===== config.mk =====
export PLATFORM = sky130hd
export DESIGN_NAME = enum_seq_multi
export DESIGN_NICKNAME = d
export VERILOG_FILES = /design/src/rtl/enum_seq_multi.sv
export SDC_FILE = /design/constraint.sdc
export NUM_CORES = 1
export LEC_CHECK = 0
export CORE_ASPECT_RATIO = 1.5
export CORE_MARGIN = 2
export CORE_UTILIZATION = 42
export CTS_CLUSTER_DIAMETER = 50
export DETAILED_ROUTE_END_ITERATION = 7
export GPL_TIMING_DRIVEN = 1
export PLACE_DENSITY = 0.77
export SYNTH_ARGS = -nofsm -noshare
export SYNTH_HDL_FRONTEND = slang
export SYNTH_SLANG_ARGS = --single-unit

===== constraint.sdc =====
create_clock -name clk -period 1.5 [get_ports clk]
set_clock_uncertainty 0.1 [all_clocks]
set_input_delay 0.45 -clock clk [delete_from_list [all_inputs] [get_ports clk]]
set_output_delay 0.45 -clock clk [all_outputs]
set_load 0.1 [all_outputs]

===== src/rtl/enum_seq_multi.sv =====
// enum_seq_multi: NCH independent enum-typed state counters. Each channel can
// hold, count up, count down or ping-pong, and accepts a synchronous load.
// An illegal load sets a sticky error flag that only reset clears.
module enum_seq_multi #(
    parameter int NCH         = 2,
    parameter int NUM_STATES  = 3,
    parameter int RESET_STATE = 0,
    localparam int STATE_W    = $clog2(NUM_STATES)
) (
    input  logic                     clk,
    input  logic                     rst_n,
    input  logic [NCH-1:0]           en,
    input  logic [2*NCH-1:0]         mode,
    input  logic [NCH-1:0]           load,
    input  logic [NCH*STATE_W-1:0]   load_val,
    output logic [NCH*STATE_W-1:0]   state,
    output logic [NCH-1:0]           dir,
    output logic [NCH-1:0]           wrap,
    output logic                     err
);

    // Only the two endpoints are named; interior encodings are reached by casts.
    typedef enum logic [STATE_W-1:0] {
        S0     = {STATE_W{1'b0}},
        S_LAST = STATE_W'(NUM_STATES - 1)
    } state_t;

    typedef enum logic [1:0] {
        M_HOLD = 2'd0,
        M_UP   = 2'd1,
        M_DOWN = 2'd2,
        M_PING = 2'd3
    } mode_t;

    localparam logic [STATE_W-1:0] ONE      = STATE_W'(1);
    localparam logic [STATE_W-1:0] LAST_M1  = STATE_W'(NUM_STATES - 2);
    localparam logic [STATE_W:0]   LIMIT    = (STATE_W + 1)'(NUM_STATES);
    localparam state_t             RESET_ST = state_t'(STATE_W'(RESET_STATE));

    state_t               st_q   [NCH];
    state_t               prev_q [NCH];
    mode_t                ch_mode[NCH];
    logic [STATE_W-1:0]   ch_lv  [NCH];

    // Unpack the flat mode/load buses and repack the per-channel state.
    for (genvar g = 0; g < NCH; g++) begin : g_ch
        assign ch_mode[g] = mode_t'(mode[2*g +: 2]);
        assign ch_lv[g]   = load_val[g*STATE_W +: STATE_W];
        assign state[g*STATE_W +: STATE_W] = st_q[g];
    end

    // Per-channel update: load beats step beats hold; wrap is a one-cycle pulse.
    always_ff @(posedge clk or negedge rst_n) begin
        if (!rst_n) begin
            for (int i = 0; i < NCH; i++) begin
                st_q[i]   <= RESET_ST;
                prev_q[i] <= RESET_ST;
            end
            dir  <= '0;
            wrap <= '0;
            err  <= 1'b0;
        end else begin
            wrap <= '0;
            for (int i = 0; i < NCH; i++) begin
                prev_q[i] <= st_q[i];
                if (load[i]) begin
                    if ({1'b0, ch_lv[i]} < LIMIT) begin
                        st_q[i] <= state_t'(ch_lv[i]);
                    end else begin
                        err <= 1'b1;
                    end
                end else if (en[i]) begin
                    case (ch_mode[i])
                        M_UP: begin
                            if (st_q[i] == S_LAST) begin
                                st_q[i] <= S0;
                                wrap[i] <= 1'b1;
                            end else begin
                                st_q[i] <= state_t'(st_q[i] + ONE);
                            end
                        end
                        M_DOWN: begin
                            if (st_q[i] == S0) begin
                                st_q[i] <= S_LAST;
                                wrap[i] <= 1'b1;
                            end else begin
                                st_q[i] <= state_t'(st_q[i] - ONE);
                            end
                        end
                        M_PING: begin
                            if (!dir[i]) begin
                                if (st_q[i] == S_LAST) begin
                                    st_q[i] <= state_t'(LAST_M1);
                                    dir[i]  <= 1'b1;
                                    wrap[i] <= 1'b1;
                                end else begin
                                    st_q[i] <= state_t'(st_q[i] + ONE);
                                end
                            end else begin
                                if (st_q[i] == S0) begin
                                    st_q[i] <= state_t'(ONE);
                                    dir[i]  <= 1'b0;
                                    wrap[i] <= 1'b1;
                                end else begin
                                    st_q[i] <= state_t'(st_q[i] - ONE);
                                end
                            end
                        end
                        default: begin
                        end
                    endcase
                end
            end
        end
    end

    // Structural invariants, checked only while out of reset.
    always @(*) begin
        if (rst_n) begin
            for (int i = 0; i < NCH; i++) begin
                assert ({1'b0, st_q[i]} < LIMIT);
                if (wrap[i]) begin
                    assert (prev_q[i] == S0 || prev_q[i] == S_LAST);
                end
            end
            assert (S0 == {STATE_W{1'b0}});
            assert (state_t'(RESET_STATE) == RESET_ST);
        end
    end

endmodule


After elaboration in Yosys (flattened, before gate mapping)
Cells that the tools add are included.
- add/subtract/negate cells: 4
- order comparisons: 2
- equal/unequal tests: 10
- multiplexer cells: 38
- bitwise gates (word level): 2
- reductions and logical operators: 10
- operator list (cell ; number):
    2-bit 2-to-1 mux ; 16
    1-bit 2-to-1 mux ; 18
    2-bit == test, second input constant ; 6
    2-bit case mux with 3 select lines ; 2
    3-bit AND reduction ; 4
    4-bit nonzero test ; 2
    1-bit case mux with 3 select lines ; 2
    2-bit by 1-bit adder with 2-bit output, second input constant ; 2
    2-bit by 1-bit == test with 1-bit output, second input constant ; 2
    2-bit logical NOT ; 2
    2-bit less-than comparator, second input constant ; 2
    2-bit by 1-bit inequality test with 1-bit output, second input constant ; 2
    2-bit nonzero test ; 2
    2-bit by 1-bit subtractor with 2-bit output, second input constant ; 2
    1-bit NOT ; 2
- flip-flop bits (word level): 9
- input bits: 14
- output and inout bits: 9
- logic and storage cells: 72

Depth between registers and ports, before layout
Gate-level depths: netlist of run 1.
- depth after elaboration: 6
- mapped depth: 6

Worst setup path after synthesis of run 1
OpenSTA, ideal clock, no wires.
- kind: reg2reg
- start point: register st_q (netlist bit state[0])
- end point: register st_q (netlist bit state[0])
- library setup time: 0.128 ns
- arrival: 1.998 ns
- data required time: 1.272 ns
- path slack: -0.726 ns
- cell stages (with the launch flop): 6
- buffers on the path: 0
- cells stage by stage: dfrtp_1 > inv_1 > ha_1 > a221o_1 > a21oi_1 > o31ai_1
- word-level cells in the longest chain between the ends: 6
- elaborated cells between the ends (all ways): 12
- those cells by class: add/sub: 2; eq/ne: 1; mux: 8; reduce/logical: 1
- ends and longest elaborated chain (what ; line ; RTL):
    start: declaration ; 40 ; state_t st_q [NCH];
    start signal: indexed assignment ; 68 ; st_q[i] <= state_t'(ch_lv[i]);
    start signal: indexed assignment ; 79 ; st_q[i] <= state_t'(st_q[i] + ONE);
    start signal: indexed assignment ; 87 ; st_q[i] <= state_t'(st_q[i] - ONE);
    2-bit by 1-bit adder with 2-bit output, or another cell as far along ; 79, 97 ;
    2-bit 2-to-1 mux, on equally long branches ; 92, 100 ;
    2-bit 2-to-1 mux ; 91 ; if (!dir[i]) begin
    2-bit case mux with 3 select lines (*) ; 73 ; case (ch_mode[i])
    2-bit 2-to-1 mux (*) ; 72 ; end else if (en[i]) begin
    2-bit 2-to-1 mux (*) ; 66 ; if (load[i]) begin
Mark *: on every way between the ends. The rest lies on a longest branch, timed or not. The select of a mux whose other input is x is not followed.
A chain may end at the register's enable or synchronous reset.

Worst setup path after layout of run 1
- start point: register st_q (netlist bit state[0])
- end point: output state[0]
- RTL lines (what ; line ; RTL):
    end: declaration ; 16 ; output logic [NCH*STATE_W-1:0] state,
No word-level cell between the ends.

==> results of run 1 <==
==> routing by layer <==
metal,share of wire,global-route usage
met4,0.028,0.1190
met3,0.048,0.03774
met2,0.58,0.3900
met5,0,0
met1,0.34,0.2071
==> worst register-to-register path, cell delays in order (launching register included) <==
cell,delay [ns]
dfrtp_4,0.49
buf_6,0.14
buf_4,0.14
ha_4,0.15
mux2i_2,0.14
nand2_1,0.10
a21oi_2,0.13
o21ai_1,0.07
==> power by group through the flow <==
| stage | registers (mW) | clock network (mW) | logic (mW) |
|---|---|---|---|
| floorplan | 0.647 | 0 | 0.215 |
| global placement | 0.395 | 0 | 0.778 |
| detailed placement | 0.395 | 0 | 0.793 |
| CTS | 0.387 | 0.189 | 0.848 |
| global route | 0.394 | 0.205 | 0.973 |
| finish | 0.388 | 0.189 | 0.921 |
==> cell usage after synthesis (2+ instances only) <==
cell type	number	area, um^2
ha_1	19	237.7
inv_1	12	45.04
dfrtp_1	9	225.2
nand2_1	5	18.77
nor2b_1	5	31.28
nor2_1	4	15.01
o21ai_0	4	20.02
o21ai_1	4	20.02
a211oi_1	3	22.52
nand3_1	3	15.01
a21oi_1	2	10.01
nor3_1	2	10.01
==> kinds of logic after synthesis <==
| logic type | Yosys count | share of synthesized area |
|---|---|---|
| and+or+nand+nor | 28 | 0.1962 |
| AOI/OAI and AO/OA | 21 | 0.1753 |
| adders and majority gates | 19 | 0.2823 |
| buffers and inverters | 12 | 0.05349 |
| DFF | 9 | 0.2675 |
| muxes | 2 | 0.02526 |
==> stage by stage <==
step	instances	util	setup TNS, ns
global route	154	0.8124	-0.5864
global placement	144	0.7153	-3.884
finish	154	0.8124	-0.2722
detailed placement	144	0.7153	-4.192
CTS	151	0.7699	-0.2261
floorplan	91	-	-0.2525
==> timing repair <==
item	4_1_cts	5_1_grt
resized for setup	27	18
hold endpoints to repair	0	0
buffers inserted	3	3
hold buffers	0	0
endpoints found under the setup margin	12	9
pin swaps	5	9
==> area by class of cell <==
class	instances	area, um^2
multi-input cells	70	729.5
clock buffers	4	26.28
inverters	12	57.56
fillers	105	347.8
flip-flops and latches	9	242.7
repair buffers	38	424.2
well taps	21	26.28
==> how the worst min path moves through the flow <==
stage | slack [ns] | to | from | depth (start not counted)
after floorplan | 0.05 | async pin | rst_n | 0
after global placement | 0.42 | err$_DFF_PN0_ | err$_DFF_PN0_ | 1
after detailed placement | 0.45 | err$_DFF_PN0_ | err$_DFF_PN0_ | 1
after CTS | 0.38 | state[3]$_DFFE_PN0P_ | rst_n | 2
after global routing | 0.38 | state[2]$_DFFE_PN0P_ | rst_n | 2
final | 0.38 | async pin | rst_n | 2
==> flow_metrics.env, run 1 <==
export IMPL_status="finished, violations left"
export IMPL_violations="negative setup slack"
export IMPL_drv_slew=0
export IMPL_crit_start="state[0]$_DFFE_PN0P_"
export IMPL_pwr_share_clk=0.126
export IMPL_path_cells="buf_6, buf_12"
export IMPL_drt_vias_per_instance=5.532
export IMPL_cts_root_buffer_cell="clkbuf_4"
export IMPL_reg2reg_depth=7
export IMPL_fin_crit_sh=1.057
export IMPL_overflow=0
export IMPL_place_congestion=0.7748
export IMPL_die_x_um=40.56
export IMPL_synth_cell_area_um2=842.1
export IMPL_clk_pin_slew_ns=0.06
export IMPL_async_flop_share=1.000
export IMPL_final_nets=167
export IMPL_path_depth=2
export IMPL_cpPeakStageDelay_ns=0.49
export IMPL_endpoint="state[0]"
export IMPL_mostFrequentLayoutCells="buf_4 (13), ha_1 (9), buf_12 (9), ha_4 (8), clkdlybuf4s50_1 (8)"
export IMPL_numCtsBuffers=3
export IMPL_grt_antenna_before_repair=0
export IMPL_r2r_start="state[0]$_DFFE_PN0P_"
export IMPL_crit_fanout=2
export IMPL_initial_utilization=0.4541
export IMPL_total_power_mw=1.497
export IMPL_setup_violations=6
export IMPL_drive_gt1_frac=0.5338
export IMPL_ios=23
export IMPL_path_class="flop to output port"
export IMPL_cts_buffer_depth=2
export IMPL_drt_total_wl_mm=2.334
export IMPL_p_per_area_mw_per_mm2=994.0
export IMPL_cts_htree_levels=1
export IMPL_synth_seq_area_share=0.2675
export IMPL_drv_cap=0
export IMPL_via_count=852
export IMPL_cts_tree="built"
export IMPL_die_height_um=58.84
export IMPL_synth_cells=91
export IMPL_whs_ns=0.3771
export IMPL_antenna_cells=0
export IMPL_drt_iter0_drc=18
export IMPL_worst_slack_ns=-0.08518
export IMPL_synth_edf_count=0
export IMPL_crit_path_end_kind="output port"
export IMPL_place_area_mm2=0.001326
export IMPL_max_slew_margin=0.7535
export IMPL_rows=19
export IMPL_crit_family="flip-flops"
export IMPL_ys_flop_type="dfrtp_1"
export IMPL_p_sw_mw=0.7012
export IMPL_dr_pass1_iters=4
export IMPL_cp_start_kind="flop"
export IMPL_irDropWorstVdd_v=0.0008668
export IMPL_ys_seq_elements=9
export IMPL_pwr_share_seq=0.259
export IMPL_hp_class="input pin to async pin"
export IMPL_route_detailed_drc=0
export IMPL_grt_pass1_wl_mm=3.498
export IMPL_dp_slack_ns=-0.6258
export IMPL_yosysWarnings=0
export IMPL_syn_avg_cell_area_um2=9.253
export IMPL_io_buffers=22
export IMPL_cp_arrival_ns=1.04
export IMPL_yosysUniqueCellTypes=31
export IMPL_cp_slowest_cell="dfrtp_4"
export IMPL_grt_start_max_net_pins=10
export IMPL_critPathBufInv=2
export IMPL_p_leak_nw=0.6534
export IMPL_dieArea_mm2=0.002387
export IMPL_final_common_cell="buf_4"
export IMPL_ant_nets=0
export IMPL_grt_pass1_vias=812
export IMPL_grtUsageTotal=0.2143
export IMPL_hold_viol=0
export IMPL_syn_num_nets=124
export IMPL_required_ns=0.95
export IMPL_dp_hpwl_mm=1.684
export IMPL_reg2reg_to="state[1]$_DFFE_PN0P_"
export IMPL_rsz0062_at_grt="yes"
export IMPL_core_region_area_mm2=0.001854
export IMPL_p_sw_frac=0.4683
export IMPL_worst_slew_pin_slew_ns=0.3697
export IMPL_wire_per_inst_um=15.16
export IMPL_finalCriticalPeriod_ns=1.585
export IMPL_max_freq_ghz=0.6308
export IMPL_fin_area_mm2=0.001506
export IMPL_clkLatencyLatePin_ns=0.26
export IMPL_comb_power_share=0.615
export IMPL_p_int_mw=0.7961
export IMPL_r2r_slack_ns=-0.08
export IMPL_numClockSinks=9
export IMPL_syn2layout_area_growth_pct=78.90
No activity file was read; power rests on OpenSTA's default activity.
==> inputs of run 2 (changes only) <==
CTS_CLUSTER_SIZE = 8   (was unset)
==> results of run 2 <==
The final DEF is identical to that of run 1; final timing and power are the same.
